## src/rtl/path_node_mailbox.sv

```systemverilog
// path_node_mailbox: CPU-mapped mailbox holding host START/END points and a node FIFO drained to the bot controller.
module path_node_mailbox #(
    parameter logic [31:0] BASE_ADDR = 32'h0200_0000,
    parameter int          DEPTH     = 32,
    parameter int          NODE_W    = 5
) (
    input  logic              clk,
    input  logic              reset,
    input  logic              Ext_MemWrite,
    input  logic [31:0]       Ext_DataAdr,
    input  logic [31:0]       Ext_WriteData,
    input  logic              MemWrite,
    input  logic [31:0]       DataAdr,
    input  logic [31:0]       WriteData,
    output logic [31:0]       ReadData,
    output logic              mbx_hit,
    output logic              node_valid,
    output logic [NODE_W-1:0] node_data,
    input  logic              node_ready,
    output logic              path_done,
    output logic              overflow
);
    localparam int AW = $clog2(DEPTH);
    localparam int CW = AW + 1;

    logic [31:0]       off, ext_off;
    logic              cpu_node, cpu_done, pop, full, push;
    logic [NODE_W-1:0] start_q, start_d, end_q, end_d, last_q, last_d;
    logic [NODE_W-1:0] mem [DEPTH];
    logic [AW-1:0]     wr_q, wr_d, rd_q, rd_d;
    logic [CW-1:0]     count_q, count_d;
    logic              done_q, done_d, ovf_q, ovf_d;
    logic              unused_bits;

    assign off         = DataAdr - BASE_ADDR;
    assign ext_off     = Ext_DataAdr - BASE_ADDR;
    assign unused_bits = ^{WriteData[31:NODE_W], Ext_WriteData[31:NODE_W]};

    always_comb begin
        cpu_node = MemWrite & (off == 32'h8) & ~reset;
        cpu_done = MemWrite & (off == 32'hC);
        pop      = (count_q != '0) & node_ready;
        full     = count_q == CW'(DEPTH);
        // a full FIFO still accepts a push when the head leaves in the same cycle
        push     = cpu_node & (~full | pop);
        wr_d     = push ? wr_q + AW'(1) : wr_q;
        rd_d     = pop ? rd_q + AW'(1) : rd_q;
        count_d  = count_q + CW'(push) - CW'(pop);
        last_d   = cpu_node ? WriteData[NODE_W-1:0] : last_q;
        done_d   = cpu_done ? WriteData[0] : done_q;
        ovf_d    = ovf_q | (cpu_node & full & ~pop);
        start_d  = (Ext_MemWrite && ext_off == 32'h0) ? Ext_WriteData[NODE_W-1:0] : start_q;
        end_d    = (Ext_MemWrite && ext_off == 32'h4) ? Ext_WriteData[NODE_W-1:0] : end_q;
    end

    always_ff @(posedge clk or posedge reset) begin
        if (reset) begin
            wr_q    <= '0;
            rd_q    <= '0;
            count_q <= '0;
            last_q  <= '0;
            done_q  <= 1'b0;
            ovf_q   <= 1'b0;
        end else begin
            wr_q    <= wr_d;
            rd_q    <= rd_d;
            count_q <= count_d;
            last_q  <= last_d;
            done_q  <= done_d;
            ovf_q   <= ovf_d;
        end
    end

    // host points survive reset so they can be loaded while the CPU is held
    always_ff @(posedge clk) begin
        start_q <= start_d;
        end_q   <= end_d;
        if (push)
            mem[wr_q] <= WriteData[NODE_W-1:0];
    end

    always_comb begin
        mbx_hit    = off < 32'd32;
        node_valid = count_q != '0;
        node_data  = node_valid ? mem[rd_q] : '0;
        path_done  = done_q & ~node_valid;
        overflow   = ovf_q;
        ReadData   = (off == 32'h00) ? 32'(start_q) :
                     (off == 32'h04) ? 32'(end_q) :
                     (off == 32'h08) ? 32'(last_q) :
                     (off == 32'h0C) ? {30'b0, ovf_q, done_q} :
                     (off == 32'h10) ? 32'(count_q) : 32'h0;
    end
endmodule

```

## config.mk

```make
export PLATFORM = sky130hd
export DESIGN_NAME = path_node_mailbox
export DESIGN_NICKNAME = d
export VERILOG_FILES = /design/src/rtl/path_node_mailbox.sv
export SDC_FILE = /design/constraint.sdc
export NUM_CORES = 1
export LEC_CHECK = 0
export BUFFER_PORTS_ARGS = -buffer_cell sky130_fd_sc_hd__buf_2
export CAP_MARGIN = 0
export CORE_UTILIZATION = 40
export CTS_BUF_LIST = sky130_fd_sc_hd__clkbuf_8 sky130_fd_sc_hd__clkbuf_16
export CTS_CLUSTER_DIAMETER = 80
export DETAILED_ROUTE_END_ITERATION = 16
export HOLD_SLACK_MARGIN = 0.1
export PLACE_DENSITY_LB_ADDON = 0.12
export SLEW_MARGIN = 30
export SYNTH_ARGS = -nofsm -noshare
export SYNTH_HDL_FRONTEND = slang
export SYNTH_SLANG_ARGS = --single-unit
```

## constraint.sdc

```tcl
create_clock -name clk -period 2.5 [get_ports clk]
set_input_delay 0.375 -clock clk [delete_from_list [all_inputs] [get_ports clk]]
set_output_delay 0.375 -clock clk [all_outputs]
set_load 0.02 [all_outputs]
```

==> flow_summary.ini <==
[placed_design]
gp_congestion = 0.856
post-place-ws_ps = -206
place_hpwl_um = 12700
port_buffers = 93
place_area_mm2 = 0.00985

[cells_and_area]
antenna_cells = 0
seqCellArea_mm2 = 0.00568
fill_cells = 1729
design_area_mm2 = 0.0112
nets = 875
syn2layout_area_growth_pct = 29.9
drive_gt1_share_pct = 44.3
multi_input_comb_area_mm2 = 0.00314

[floorplanning]
core_mm2 = 0.0211
chipHeight_um = 149
rows = 53
die_x_um = 149
die_area_mm2 = 0.0222
start_util_pct = 41.0
pin_count = 174

[timing]
setup_ws_ps = -395
finalHoldViolations = 0
relSlewSlack_pct = 52.4
final_max_slew_viol_count = 0
post-route-period-util_pct = 116
fin_worst_skew_ps = 10.1
worst_pin_slew_ps = 715
setup_viol = 27
tns_ps = -2200
timing.hold.ws_ps = 130
max_freq_mhz = 345
rsz0062_at_grt = true
min_period_ps = 2890

[global_routing]
grt_pass1_wl_um = 29200
globalRouteOverflowTotal = 0
grt_max_degree = 35
first_global_vias = 5295
grt_use_total_pct = 17.9
antenna_found_initial = 0

[critical_path]
worstSetupStartpointType = register
crit_path_end_kind = output pin
required_ps = 2120
critPathKind = reg2out
cp.arrival_ps = 2520
path_max_fanout = 5

[drt]
drtAntennaViolNets = 0
vias = 5155
finalWirelength_um = 18900
vias_per_cell = 5.09
drtIter0Drc = 270
first_pass_iters = 4
drcViolationCount = 0
wl_per_cell_um = 18.7

[synthesis]
synth.area.mux_share_pct = 12.9
synth_compound_area_share_pct = 4.59
yosys_warnings = 0
synth_top_family_by_area = multiplexers
synth_commonest_cells = edfxtp_1, nor2_1, mux2i_1, buf_4, mux4_2
async_reset_ff_share_pct = 11.9
synthSimpleGateAreaFrac_pct = 7.94
synth_edf_count = 170
synthAdderAreaFrac_pct = 2.55
synth.distinct_cells = 56
synth_area_leader_cell = edfxtp_1
synth-main-ff-cell = edfxtp_1
yosysSeqAreaShare_pct = 65.7
synth.ff_latch_count = 193
syn_area_mm2 = 0.00865
synth.area.top_cells = edfxtp_1, dfrtp_1, mux4_2
yosysMostFrequentCell = edfxtp_1
avgSynthCellArea_um2 = 15.6
synth_xor_area_share_pct = 1.40
synth_top_area_share_pct = 59.0
synthCells = 553

[clocking]
cts_tree = built
clock_sink_count = 193
cts_made_buffers = 17
worst_skew_pair.late_latency_ps = 430
cts_buffer_depth = 2
cts_root_buf = clkbuf_16
clk_pin_slew_ps = 70
htreeDepth = 4

[power]
vdd_drop_max_uv = 458
p_total_mw = 10.0
p_leak_nw = 4.22
power_density_mw_per_mm2 = 890

[run]
drv_cap = 0

[status]
status = finished with violations
violations = negative setup slack

[worst_hold_path]
hold_path.class = in2reg
worst max-delay path, stage by stage (launching register included):
cell and delay (ps):
dfrtp_2 440, clkbuf_16 170, mux4_2 510, mux2_4 310, a221oi_4 290, buf_6 140, a2111oi_4 30, buf_4 200
repair_timing:
item,4_1_cts,5_1_grt
setup endpoints to repair,171,173
hold buffers,1,0
pin swaps,19,38
gates resized for setup,102,69
buffers inserted,9,5
endpoints found under the hold margin,10,0
gates cloned,2,0
layout by cell type (no fill, tap or decap), types with 8 or more instances in the layout:
cell type  instances
buf_6             37
mux2i_1           38
clkbuf_16         18
inv_1             19
nor2_1             9
buf_4             45
edfxtp_1         170
buf_2             88
buf_12             8
nor4_1            16
dfrtp_1           20
ha_1              13
nor2_4            32
mux4_2            25
nand2_1           16
conb_1            26
a22oi_1           14
layer usage:
| layer | vias to the layer above | global-route usage, % | wire length, µm |
|---|---|---|---|
| met2 | 140 | 31.4 | 10000 |
| met4 | 0 | 5.71 | 227 |
| li1 | 2433 | - | - |
| met3 | 16 | 2.97 | 661 |
| met5 | - | 0 | 0 |
| met1 | 2566 | 22.6 | 8000 |
kinds of logic after synthesis:
group / count (synthesis)
other: 1
XOR/XNOR: 13
flip-flops: 193
buffers and inverters: 76
AND/OR/NAND/NOR: 123
adder cells (fa/ha/maj): 17
multiplexers: 78
AO/OA/AOI/OAI: 52
registers in the layout, summed over array words and instances, names as in the netlist:
signal,flops
done_q,1
rd_q,5
last_q,5
wr_q,5
end_q,5
overflow,1
count_q,6
mem,160
start_q,5
area by class of cell:
type                            instances  area share, %
Inverter                               23          0.769
Tap cell                              275           3.06
Sequential cell                       193           50.6
Timing Repair Buffer                  181           12.5
Clock inverter                         15           1.30
Clock buffer                           17           3.79
Multi-Input combinational cell        309           28.0
power breakdown:
group          switching [mW]  internal, mW  total, mW
combinational            1.80          1.83       3.64
clock                    1.21          1.41       2.61
sequential              0.137          3.61       3.75
stage by stage:
step | util, % | cells
CTS | 51.9 | 1010
detailed placement | 46.7 | 968
global route | 53.3 | 1013
finish | 53.3 | 1013
floorplan | - | 578
global placement | 46.7 | 968
final timing paths:
check / cells after the start / end / start / slack, ps
min reg2reg: 1 / last_q[2] / last_q[2] / 500
max: 7 / node_data[2] / rd_q[0] / -390
max reg2reg: 12 / count_q[4] / count_q[4] / -70
min in group asynchronous: 3 / count_q[4] / reset / 520
max in group asynchronous: 4 / wr_q[2] / reset / 1410
min: 1 / start_q[3] / Ext_WriteData[3] / 130
No activity file was read; power rests on OpenSTA's default activity.
